<file path="src/rtl/ni_packet_tx_pkg.sv">
// ni_packet_tx_pkg: flit layout, type codes and FSM encoding shared with the router (NI_TX_PARITY_EN selects TX[0] parity)
package ni_packet_tx_pkg;
  localparam int FLIT_W = 32;
  localparam int DEF_LEN_W = 12;
  localparam logic [3:0] DEF_SRC_ADDR = 4'b0001;
  localparam int TYPE_LSB = 29;
  localparam int LEN_LSB = 17;
  localparam int DST_LSB = 13;
  localparam int SRC_LSB = 9;
  localparam int SEQ_LSB = 1;
  typedef enum logic [2:0] {FLIT_HDR = 3'b001, FLIT_BODY = 3'b010, FLIT_TAIL = 3'b100} flit_type_e;
  typedef enum logic [2:0] {S_IDLE, S_HDR, S_BODY, S_TAIL, S_GAP} state_e;
endpackage

</file>
<file path="src/rtl/ni_packet_tx_if.sv">
// ni_packet_tx_if: core command/payload handshake plus the router link (TX/RTS/DCTS)
interface ni_packet_tx_if import ni_packet_tx_pkg::*; #(
  parameter int DATA_WIDTH = FLIT_W,
  parameter int LEN_W = DEF_LEN_W
);
  logic cmd_valid;
  logic cmd_ready;
  logic [3:0] cmd_dst;
  logic [LEN_W-1:0] cmd_len;
  logic pl_valid;
  logic pl_ready;
  logic [DATA_WIDTH-5:0] pl_data;
  logic [DATA_WIDTH-1:0] TX;
  logic RTS;
  logic DCTS;
  logic busy;
  logic pkt_done;
  modport master (
    input cmd_valid, cmd_dst, cmd_len, pl_valid, pl_data, DCTS,
    output cmd_ready, pl_ready, TX, RTS, busy, pkt_done
  );
  modport slave (
    output cmd_valid, cmd_dst, cmd_len, pl_valid, pl_data, DCTS,
    input cmd_ready, pl_ready, TX, RTS, busy, pkt_done
  );
endinterface

</file>
<file path="src/rtl/ni_packet_tx_flit_build.sv">
// ni_packet_tx_flit_build: assembles one flit from type and fields; TX[0] is even parity under NI_TX_PARITY_EN, else 0
module ni_packet_tx_flit_build import ni_packet_tx_pkg::*; #(
  parameter int DATA_WIDTH = FLIT_W,
  parameter int LEN_W = DEF_LEN_W
) (
  input  logic [2:0]            ftype_i,
  input  logic [LEN_W-1:0]      len_i,
  input  logic [3:0]            dst_i,
  input  logic [3:0]            src_i,
  input  logic [7:0]            seq_i,
  input  logic [DATA_WIDTH-5:0] payload_i,
  output logic [DATA_WIDTH-1:0] flit_o
);
  // header packs the routing fields, body/tail carry the payload word
  always_comb begin
    flit_o = '0;
    flit_o[DATA_WIDTH-1:TYPE_LSB] = ftype_i;
    if (ftype_i == FLIT_HDR) begin
      flit_o[LEN_LSB +: LEN_W] = len_i;
      flit_o[DST_LSB +: 4] = dst_i;
      flit_o[SRC_LSB +: 4] = src_i;
      flit_o[SEQ_LSB +: 8] = seq_i;
    end else begin
      flit_o[TYPE_LSB-1:1] = payload_i;
    end
`ifdef NI_TX_PARITY_EN
    flit_o[0] = ^flit_o[DATA_WIDTH-1:1];
`else
    flit_o[0] = 1'b0;
`endif
  end
endmodule

</file>
<file path="src/rtl/ni_packet_tx.sv">
// ni_packet_tx: network-interface transmitter emitting header/body/tail flits paced by DCTS (NI_TX_PARITY_EN adds parity)
module ni_packet_tx import ni_packet_tx_pkg::*; #(
  parameter int DATA_WIDTH = FLIT_W,
  parameter logic [3:0] SRC_ADDR = DEF_SRC_ADDR,
  parameter int LEN_W = DEF_LEN_W
) (
  input logic clk,
  input logic rst,
  ni_packet_tx_if.master bus
);
  localparam logic [LEN_W-1:0] MAX_LEN = {{(LEN_W-1){1'b1}}, 1'b0};
  state_e state_q, state_d;
  logic [3:0] dst_q, dst_d;
  logic [LEN_W-1:0] len_q, len_d, rem_q, rem_d;
  logic [7:0] seq_q, seq_d;
  logic [DATA_WIDTH-1:0] tx_q, tx_d, flit;
  logic rts_q, rts_d, done_q, done_d;
  logic [2:0] ftype;
  logic len_ok, send;
  assign len_ok = bus.cmd_len != '0 && bus.cmd_len <= MAX_LEN;
  assign ftype = state_q == S_HDR ? FLIT_HDR : state_q == S_TAIL ? FLIT_TAIL : FLIT_BODY;
  assign bus.pl_ready = (state_q == S_BODY || state_q == S_TAIL) && bus.DCTS && !rts_q;
  assign send = state_q == S_HDR ? bus.DCTS : bus.pl_ready && bus.pl_valid;
  assign bus.cmd_ready = state_q == S_IDLE;
  assign bus.busy = state_q != S_IDLE;
  assign bus.TX = tx_q;
  assign bus.RTS = rts_q;
  assign bus.pkt_done = done_q;
  ni_packet_tx_flit_build #(.DATA_WIDTH(DATA_WIDTH), .LEN_W(LEN_W)) u_build (
    .ftype_i(ftype),
    .len_i(len_q + LEN_W'(1)),
    .dst_i(dst_q),
    .src_i(SRC_ADDR),
    .seq_i(seq_q),
    .payload_i(bus.pl_data),
    .flit_o(flit)
  );
  // next state: every flit is followed by a GAP cycle so RTS never repeats back to back
  always_comb begin
    state_d = state_q;
    dst_d = dst_q;
    len_d = len_q;
    rem_d = rem_q;
    seq_d = seq_q;
    tx_d = tx_q;
    rts_d = 1'b0;
    done_d = 1'b0;
    case (state_q)
      S_IDLE: if (bus.cmd_valid && len_ok) begin
        dst_d = bus.cmd_dst;
        len_d = bus.cmd_len;
        rem_d = bus.cmd_len;
        state_d = S_HDR;
      end
      S_HDR, S_BODY, S_TAIL: if (send) begin
        tx_d = flit;
        rts_d = 1'b1;
        rem_d = state_q == S_HDR ? rem_q : rem_q - LEN_W'(1);
        state_d = S_GAP;
      end
      S_GAP: begin
        done_d = rem_q == '0;
        seq_d = rem_q == '0 ? seq_q + 8'd1 : seq_q;
        if (rem_q == '0) state_d = S_IDLE;
        else if (rem_q == LEN_W'(1)) state_d = S_TAIL;
        else state_d = S_BODY;
      end
      default: state_d = S_IDLE;
    endcase
  end
  // state and registered link outputs; reset aborts any packet in flight
  always_ff @(posedge clk or negedge rst) begin
    if (!rst) begin
      state_q <= S_IDLE;
      dst_q <= '0;
      len_q <= '0;
      rem_q <= '0;
      seq_q <= '0;
      tx_q <= '0;
      rts_q <= 1'b0;
      done_q <= 1'b0;
    end else begin
      state_q <= state_d;
      dst_q <= dst_d;
      len_q <= len_d;
      rem_q <= rem_d;
      seq_q <= seq_d;
      tx_q <= tx_d;
      rts_q <= rts_d;
      done_q <= done_d;
    end
  end
endmodule

</file>
<file path="src/flat_wrapper.sv">
// flat-port wrapper written by rule: the top's interface ports become plain ports
module ni_packet_tx_flat import ni_packet_tx_pkg::*;
#(
  parameter int DATA_WIDTH = FLIT_W,
  parameter logic [3:0] SRC_ADDR = DEF_SRC_ADDR,
  parameter int LEN_W = DEF_LEN_W
)
  (clk, rst, bus_cmd_valid, bus_cmd_dst, bus_cmd_len, bus_pl_valid, bus_pl_data, bus_DCTS, bus_cmd_ready, bus_pl_ready, bus_TX, bus_RTS, bus_busy, bus_pkt_done);
  ni_packet_tx_if #(.DATA_WIDTH(DATA_WIDTH), .LEN_W(LEN_W)) bus_i ();
  input logic clk;
  input logic rst;
  input wire logic [$bits(bus_i.cmd_valid)-1:0] bus_cmd_valid;
  input wire logic [$bits(bus_i.cmd_dst)-1:0] bus_cmd_dst;
  input wire logic [$bits(bus_i.cmd_len)-1:0] bus_cmd_len;
  input wire logic [$bits(bus_i.pl_valid)-1:0] bus_pl_valid;
  input wire logic [$bits(bus_i.pl_data)-1:0] bus_pl_data;
  input wire logic [$bits(bus_i.DCTS)-1:0] bus_DCTS;
  output wire logic [$bits(bus_i.cmd_ready)-1:0] bus_cmd_ready;
  output wire logic [$bits(bus_i.pl_ready)-1:0] bus_pl_ready;
  output wire logic [$bits(bus_i.TX)-1:0] bus_TX;
  output wire logic [$bits(bus_i.RTS)-1:0] bus_RTS;
  output wire logic [$bits(bus_i.busy)-1:0] bus_busy;
  output wire logic [$bits(bus_i.pkt_done)-1:0] bus_pkt_done;
  assign bus_i.cmd_valid = bus_cmd_valid;
  assign bus_i.cmd_dst = bus_cmd_dst;
  assign bus_i.cmd_len = bus_cmd_len;
  assign bus_i.pl_valid = bus_pl_valid;
  assign bus_i.pl_data = bus_pl_data;
  assign bus_i.DCTS = bus_DCTS;
  assign bus_cmd_ready = bus_i.cmd_ready;
  assign bus_pl_ready = bus_i.pl_ready;
  assign bus_TX = bus_i.TX;
  assign bus_RTS = bus_i.RTS;
  assign bus_busy = bus_i.busy;
  assign bus_pkt_done = bus_i.pkt_done;
  ni_packet_tx #(.DATA_WIDTH(DATA_WIDTH), .SRC_ADDR(SRC_ADDR), .LEN_W(LEN_W)) u_core (.clk(clk), .rst(rst), .bus(bus_i));
endmodule
</file>
<file path="config.mk">
export PLATFORM = sky130hd
export DESIGN_NAME = ni_packet_tx_flat
export DESIGN_NICKNAME = d
export VERILOG_FILES = /design/src/rtl/ni_packet_tx_pkg.sv /design/src/rtl/ni_packet_tx_if.sv /design/src/rtl/ni_packet_tx_flit_build.sv /design/src/rtl/ni_packet_tx.sv /design/src/flat_wrapper.sv
export SDC_FILE = /design/constraint.sdc
export NUM_CORES = 1
export LEC_CHECK = 0
export ABC_CLOCK_PERIOD_IN_PS = 1970
export CAP_MARGIN = 20
export CORE_ASPECT_RATIO = 0.7
export CORE_MARGIN = 5
export CORE_UTILIZATION = 39
export CTS_BUF_LIST = sky130_fd_sc_hd__clkbuf_2
export DETAILED_ROUTE_END_ITERATION = 6
export MAX_ROUTING_LAYER = met4
export PLACE_DENSITY = 0.77
export REMOVE_ABC_BUFFERS = 1
export SYNTH_ARGS = -nofsm -noshare
export SYNTH_HDL_FRONTEND = slang
export SYNTH_HIERARCHICAL = 1
export SYNTH_SLANG_ARGS = --single-unit
</file>
<file path="constraint.sdc">
create_clock -name clk -period 1.97 [get_ports clk]
set_input_delay 0.591 -clock clk [delete_from_list [all_inputs] [get_ports clk]]
set_output_delay 0.591 -clock clk [all_outputs]
set_load 0.02 [all_outputs]
</file>
==> impl_summary.md, run 1 <==
Run status
The run finished, with violations left. The final reports fail on negative setup slack.

Synth
In the synthesized netlist the dominant register cell turns out to be dfrtp_1. The netlist area before placement is 3938 µm². The synthesized design contains 73 register bits. The share of the yosys chip area belonging to registers is 46.39%.

The synthesized netlist contains 49 unique library cells. After synthesis, the share of flip-flops with an asynchronous set or reset is 100.0%. The post-synthesis average cell area is 11.68 µm². The number of enable-type register cells in the synthesized netlist is 0.

The number of warning messages in the yosys log is 6. The instance count of the mapped netlist is 337.

Setup path
The critical-path maximum fanout is 5. Traced cell by cell, the critical path runs through buf_6 -> buf_4 -> nand2b_4 -> buf_6 -> nor3b_4 -> buf_6 -> buf_12 -> buf_16 -> mux2_4 -> mux2_4. The cell with the largest stage delay on the worst path is dfrtp_1. The number of cell instances on the worst register-to-register path is 10.

The most frequent cell on the critical path is buf_6. The data arrival time of the critical path is 2.66 ns. The setup slack of the worst register-to-register path is -0.26 ns. The launching point of the worst reg2reg path is u_core/state_q[2]$_DFFE_PN0P_.

For this run, the slowest stage of the critical path takes 0.45 ns. The critical path data required time is 2.40 ns. The category of the most critical setup path is flip-flop to flip-flop. The category of the worst setup path capture point is a flip-flop. The kind of launch point of the worst setup path is a flip-flop. In this run the critical register-to-register path is captured at u_core/bus.TX[18]$_DFFE_PN0P_. The last element of the critical path is u_core/bus.TX[18]$_DFFE_PN0P_. In this run the worst setup path begins at u_core/state_q[2]$_DFFE_PN0P_.

Placement
Detailed placement finished with a half-perimeter wire length of 7.226 mm. The number of buffer cells added on primary ports is 85. Routability-driven placement finished with a final weighted congestion of 0.8562. After detailed placement, the total cell area comes to 5185 µm².

CTS
The maximum root-to-sink buffer count is 2. Clock tree synthesis found a total of 73 sinks. Clock-pin slew was measured on the worst setup and hold paths at 0.22 ns. The H-tree level count is 3. TritonCTS created 9 clock buffers. The later pin in the worst-skew pair is clocked with a latency of 0.54 ns. The buffer cell driving the clock tree root is clkbuf_2.

TritonCTS built the clock tree.

GRT
After global routing the overflow that remains totals 0. Global routing used 18.71% of the available tracks across all layers. The via count of the first global-routing pass is 3283. The initial antenna violation count came to 0. The first global-routing pass estimated 17.28 mm of wire. Entering global routing, the biggest net connects 74 pins.

Final layout
The number of inserted filler cells in the final layout is 806. The area occupied by registers is 1827 µm². The layout net count is 549. The antenna diode instance count is 0. From synthesis to final layout, the design area changed by 52.53%.

Summing all non-filler instances in the final layout gives an area of 6006 µm². Cells with a size suffix above 1 make up 38.72% of the layout. In the final layout, the multi-input gates occupy 2250 µm². At the end of the flow the core is filled with cells to 61.54%.

STA
Setup violations remaining at the end of the flow were counted as 39. The worst clock skew is 0.02247 ns. The max-slew violation count is 0. The final critical delay including setup and external delays is 2.228 ns. Summed over all failing endpoints, the final setup total negative slack is -6.892 ns. After layout, the worst path uses 113.1% of the clock period. After layout, the worst setup slack is -0.2578 ns. Setup repair after global routing could not meet its margin everywhere. The count of final hold-check violations is 0. For this run, the top clock speed supported by timing is 0.4489 GHz. The tightest hold path in the finished design has a slack of 0.4735 ns.

Floorplan
The initial cell density of the core is 40.35%. The row count is 30. The die area is 12240 µm².

The core region is 9759 µm². The die boundary width is 130.1 µm. The total I/O pin count is 86. The floorplan die height is 94.07 µm.

Hold path
The min-delay analysis places its worst path in the category input pin to flip-flop.

Detailed routing
The routed via count is 3275. In this run, the number of DRC markers left after iteration 0 of detailed routing was 251. The number of nets still failing antenna checks after routing is 0. The routed design has 11.27 mm of wire. The first TritonRoute pass finished after 5 iterations. Dividing the detail-routed via count by the number of cells gives 5.207. The post-route DRC violation count is 0. The per-cell routed wire length is 17.92 µm.

Power and ir drop
Dividing total power by cell area gives a power density of 1511 nW/µm². Combinational logic is responsible for 57.2% of the overall power. The net switching power of the design is 0.003393 W. Sequential cells burn 29.1% of the power. The internal portion of the total power is 0.005682 W.

The leakage power is 2.776 nW. In this run switching power makes up 37.39% of total power. The maximum ir drop on the vdd rail is 0.5667 mV. The clock network fraction of total power is 13.7%.

Flow run
Max-cap violations in this run came to 0.
==> cell usage in the layout (no fill, tap or decap), types with 4 or more instances in the layout <==
| master | Yosys | routed |
|---|---|---|
| dlygate4sd2_1 | 0 | 19 |
| nor3_1 | 9 | 8 |
| or4_4 | 1 | 4 |
| ha_1 | 4 | 4 |
| nand3_1 | 9 | 9 |
| nand4_1 | 9 | 9 |
| mux2_4 | 20 | 66 |
| o22ai_1 | 4 | 4 |
| buf_6 | 2 | 9 |
| xor2_1 | 9 | 9 |
| nor2_4 | 1 | 7 |
| clkbuf_2 | 0 | 11 |
| a21oi_1 | 19 | 18 |
| conb_1 | 3 | 5 |
| o21ai_0 | 10 | 10 |
| buf_4 | 4 | 61 |
| xnor2_1 | 8 | 8 |
| mux2_2 | 50 | 5 |
| clkdlybuf4s50_1 | 0 | 37 |
| and3_1 | 4 | 4 |
| nor2_1 | 20 | 16 |
| dfrtp_1 | 73 | 73 |
| inv_1 | 10 | 9 |
| nand2_1 | 14 | 14 |
| mux2_1 | 6 | 5 |
| clkdlybuf4s15_1 | 0 | 21 |
| bufinv_16 | 0 | 4 |
| buf_12 | 2 | 8 |
==> registers in the layout, indices dropped and copies added (netlist names) <==
register and cells:
u_core/len_q 12, u_core/rem_q 12, u_core/dst_q 4, u_core/seq_q 8, u_core/bus.pkt_done 1, u_core/state_q 3
u_core/bus.RTS 1, u_core/bus.TX 32
==> power groups by stage <==
stage | clock network (W) | logic (W) | registers [W]
after CTS | 0.00127 | 0.00468 | 0.00261
after detailed placement | 0 | 0.00409 | 0.00266
final | 0.00124 | 0.00519 | 0.00264
after floorplan | 0 | 0.00193 | 0.00303
after global routing | 0.00135 | 0.00550 | 0.00272
after global placement | 0 | 0.00400 | 0.00262
==> cells by family after synthesis <==
group,after synthesis,share of synthesized area [%]
buf+inv,29,4.481
fa+ha+maj,4,1.271
flops,73,46.39
compound gates,47,7.690
mux,76,23.64
other cells,3,0.2860
simple gates,88,12.46
xor+xnor,17,3.782
==> worst max-delay path: cells and delay by family, from the launching register on <==
family                 cells  cell delay (ns)
and+or+nand+nor            2             0.34
DFF                        1             0.45
muxes                      2             0.56
buffers and inverters      6             0.78
==> stage by stage <==
step,cells,setup slack [ns],total power [W]
floorplan,320,-1.212,0.004964
global route,629,-0.3505,0.009577
finish,629,-0.2578,0.009076
CTS,606,-0.2879,0.008564
global placement,575,-0.6641,0.006620
detailed placement,575,-0.7387,0.006754
==> cell type report <==
class | count | share of cell area, %
multi-input combinational | 239 | 37.46
clock inverter | 7 | 2.375
tap | 128 | 2.667
sequential | 73 | 30.42
timing repair buffer | 163 | 25.71
inverter | 10 | 0.6250
clock buffer | 9 | 0.7500
==> routing by layer <==
metal	wire [µm]	vias up	GRT usage, %
li1	-	1532	-
met1	5147	1615	24.73
met5	0	-	-
met2	5246	119	28.46
met3	793	9	5.795
met4	82	0	4.066
==> how the worst min path moves through the flow <==
stage | from | endpoint | slack (ns) | cells past startpoint
2_1_floorplan | rst | u_core/bus.RTS$_DFF_PN0_ | 0.30 | 0
3_3_place_gp | u_core/seq_q[7]$_DFFE_PN0P_ | u_core/seq_q[7]$_DFFE_PN0P_ | 0.46 | 1
3_5_place_dp | u_core/seq_q[7]$_DFFE_PN0P_ | u_core/seq_q[7]$_DFFE_PN0P_ | 0.47 | 1
4_1_cts | rst | u_core/bus.TX[11]$_DFFE_PN0P_ | 0.00005 | 2
5_1_grt | bus_cmd_len[11] | u_core/len_q[11]$_DFFE_PN0P_ | 0.40 | 3
6_report | bus_cmd_len[11] | u_core/len_q[11]$_DFFE_PN0P_ | 0.47 | 3
==> Yosys cell counts, types with 6 or more instances <==
library cell / count / area share, %
clkbuf_1: 7 / 0.67
nor3_1: 9 / 1.1
nor2_1: 20 / 1.9
inv_1: 10 / 0.95
mux2_1: 6 / 1.7
nand2_1: 14 / 1.3
dfrtp_1: 73 / 46
a21oi_1: 19 / 2.4
mux2_4: 20 / 7.6
xnor2_1: 8 / 1.8
o21ai_0: 10 / 1.3
nand4_1: 9 / 1.4
nand3_1: 9 / 1.1
xor2_1: 9 / 2.0
mux2_2: 50 / 14
==> what timing repair did <==
item	4_1_cts	5_1_grt
hold buffers	0	1
hold endpoints to repair	0	37
setup endpoints to repair	94	82
gates resized for setup	125	47
buffers inserted	10	24
cloned	5	2
pin swaps	8	6
Power figures use the tool's default switching activity.
==> inputs of run 2 (changes only) <==
==> constraint.sdc (replaced) <==
create_clock -name clk -period 1.97 [get_ports clk]
set_input_delay 0.591 -clock clk [delete_from_list [all_inputs] [get_ports clk]]
set_output_delay 0.591 -clock clk [all_outputs]
set_load 0.05 [all_outputs]
==> impl_summary.md, run 2 (synthesis gave the netlist of run 1 again) <==
Detailed routing
The routed via count is 3177 (-3.0%). The per-cell routed wire length is 17.40 µm (-2.9%). The DRC violation total after the first TritonRoute iteration is 137 (-45%). The detail-routed via count per cell was 5.200 (-0.13%).

The total detailed-routing wirelength is 10.63 mm (-5.7%). The number of nets still failing antenna checks after routing is 0 (unchanged). The number of optimization iterations in the first detailed-route pass was 4 (-1). The post-route DRC violation count was 0 (unchanged).

Flow run
The number of max-capacitance violations reported is 0 (unchanged).

Run status
The final reports fail on negative setup slack. The flow ran to the end, but the final reports show violations.

GRT
The initial antenna violation count was 0 (unchanged). The pin count of the biggest net entering global routing came to 66 (-11%). The combined global-route utilization of all metal layers is 18.07% (-0.65 points).

The via count of the first global-routing pass came to 3311 (+0.85%). The sum of overflow across all layers after global routing is 0 (unchanged). The global-route wire length before repair is 16.82 mm (-2.6%).

Power and ir drop
The ratio of total power to cell area is 1662 nW/µm² (+10%). The part of the total power dissipated in combinational logic came to 60.1% (+2.9 points). The sequential share of power is 27.5% (-1.6 points). The clock network fraction of total power was 12.5% (-1.2 points). The net switching power of the design is 0.004167 W (+23%). The fraction of power spent switching nets is 43.37% (+6.0 points). The maximum ir drop on the vdd rail is 0.7635 mV (+35%). The internal cell power is 0.005441 W (-4.2%). The leakage power is 2.623 nW (-5.5%).

Final layout
Leaving out fill and tap cells, the most frequent cell in the layout is buf_4. The flip-flop count of the largest register after layout is 32 (unchanged). The layout net count was 531 (-3.3%).

The core utilization of the finished layout is 59.22% (-2.3 points). The final design instance area without fill is 5779 µm² (-3.8%). The synthesis-to-layout area growth is 46.77%. In the layout the commonest cells are buf_4, dfrtp_1, mux2_2.

The antenna diode instance count was 0 (unchanged). The share of final-layout standard cells stronger than drive strength 1 is 47.41% (+8.7 points).

Setup path
The largest incremental delay on the critical path is 0.48 ns (+0.03 ns). The critical-path maximum fanout came to 2 (-3). The category of the most critical setup path is input pin to primary output. The data arrival time of the critical path is 1.68 ns (-0.98 ns). The cell with the largest stage delay on the worst path is clkdlybuf4s50_1. The signal on the critical path passes through clkdlybuf4s50_1 -> nor4bb_2 -> buf_4 -> buf_12. The worst setup path is captured at a primary output. The critical path data required time is 1.38 ns (-1.02 ns). The worst setup path is launched from an input pin.

CTS
The clock-pin slew reported for the worst setup and hold paths after clock tree synthesis is 0.21 ns (about the same). The clock latency on the worst-skew pair is 0.53 ns (about the same). The buffer cell driving the clock tree root is clkbuf_2. The H-tree level count is 3 (unchanged).

The CTS sink count is 73 (unchanged). The number of CTS-inserted buffers came to 9 (unchanged). The maximum root-to-sink buffer count is 2 (unchanged). TritonCTS built the clock tree.

Placement
The post-placement setup slack came to -0.6867 ns (+0.05208 ns). The instance area after placement is 5125 µm² (-1.2%). The HPWL after detailed placement came to 7.270 mm (+0.60%). The number of buffer cells added on primary ports is 85 (unchanged). The routability-driven placement congestion ratio is 0.8760 (+2.3%).

STA
The highest clock frequency the design can meet is 0.4402 GHz (-1.9%). The count of final hold-check violations came to 0 (unchanged). The worst clock skew is 0.02419 ns (+0.001721 ns). The final setup TNS was -6.712 ns (+0.1799 ns).

The final clock period utilization by the worst path was 115.3% (+2.2 points). The final number of setup-violating endpoints is 46 (+18%). The max-slew violation count is 0 (unchanged). The minimum hold slack came to 0.3933 ns (-0.08016 ns). The post-layout worst setup margin came to -0.3018 ns (-0.04397 ns). Setup repair after global routing could not meet its margin everywhere. The final critical delay including setup and external delays was 2.272 ns (+0.04397 ns).

Floorplan
The die boundary width came to 130.1 µm (unchanged). The row count is 30 (unchanged). The floorplan die height is 94.07 µm (unchanged). The initial cell density of the core is 40.35% (unchanged). The core box area is 9759 µm² (unchanged). The total I/O pin count is 86 (unchanged). The die area came to 12240 µm² (unchanged).

Hold path
The path type of the worst min-delay path is input pin to async pin.
-- run 2: changes by cell type in the layout (fill, tap and decap cells not counted), moves of 3 or more --
cell	before	now
mux2_2	5	41
mux2_4	66	35
dlygate4sd2_1	19	7
a21oi_1	18	7
clkinvlp_4	3	0
dlymetal6s2s_1	1	4
mux2_1	5	0
nor2_2	0	3
o21ai_0	10	7
a21oi_2	0	11
clkdlybuf4s15_1	21	0
buf_4	61	78
-- run 2: final timing paths --
path,start,endpoint,slack [ns],cells after the start
max reg2reg,u_core/state_q[2]$_DFFE_PN0P_,u_core/bus.TX[28]$_DFFE_PN0P_,-0.25,8
min,rst,u_core/bus.TX[11]$_DFFE_PN0P_,0.39,2
min in group clk,bus_cmd_len[4],u_core/len_q[4]$_DFFE_PN0P_,0.47,3
max in group asynchronous,rst,u_core/bus.TX[13]$_DFFE_PN0P_,0.98,3
min reg2reg,u_core/seq_q[7]$_DFFE_PN0P_,u_core/seq_q[7]$_DFFE_PN0P_,0.50,1
max,bus_DCTS,bus_pl_ready,-0.30,4
-- run 2: metal layers --
metal  track usage, %  share of wire (%)  routed length, µm  vias up
met5                -                  0                  0        -
met4            4.239               0.98                104        0
met3            4.432                6.2                657       13
met2            27.86                 46               4904       95
met1            24.16                 47               4964     1578
li1                 -                  -                  -     1491
-- run 2: power groups by stage --
stage	Clock [W]	Sequential (W)	Combinational, W
2_1_floorplan	0	0.00381	0.00200
3_3_place_gp	0	0.00261	0.00484
3_5_place_dp	0	0.00265	0.00492
4_1_cts	0.00123	0.00262	0.00555
5_1_grt	0.00128	0.00273	0.00611
6_report	0.00120	0.00264	0.00577
-- run 2: final cells by class --
| cell class | instances | area, µm² |
|---|---|---|
| fill | 824 | 3980 |
| multi-input combinational | 240 | 2211 |
| sequential | 73 | 1827 |
| timing repair buffer | 144 | 1364 |
| tap | 128 | 160.2 |
| clock inverter | 7 | 132.6 |
| clock buffer | 9 | 45.04 |
| inverter | 10 | 40.04 |
-- run 2: what timing repair did --
action                     in CTS  in global routing
resized for setup              53                 33
setup endpoints to repair      51                 63
setup buffers                  10                  5
gates cloned                    5                  0
pin swaps                      13                  7
hold endpoints to repair        8                  0
hold buffers                    1                  0
-- run 2: per-stage QoR --
stage	instances	power, W
floorplan	320	0.005813
global placement	576	0.007449
detailed placement	576	0.007569
CTS	608	0.009400
global route	611	0.01012
finish	611	0.009608
-- run 2: worst max-delay path: cells and delay by family --
kind	cells	cell delay, ns
buf+inv	3	0.77
simple gates	1	0.31
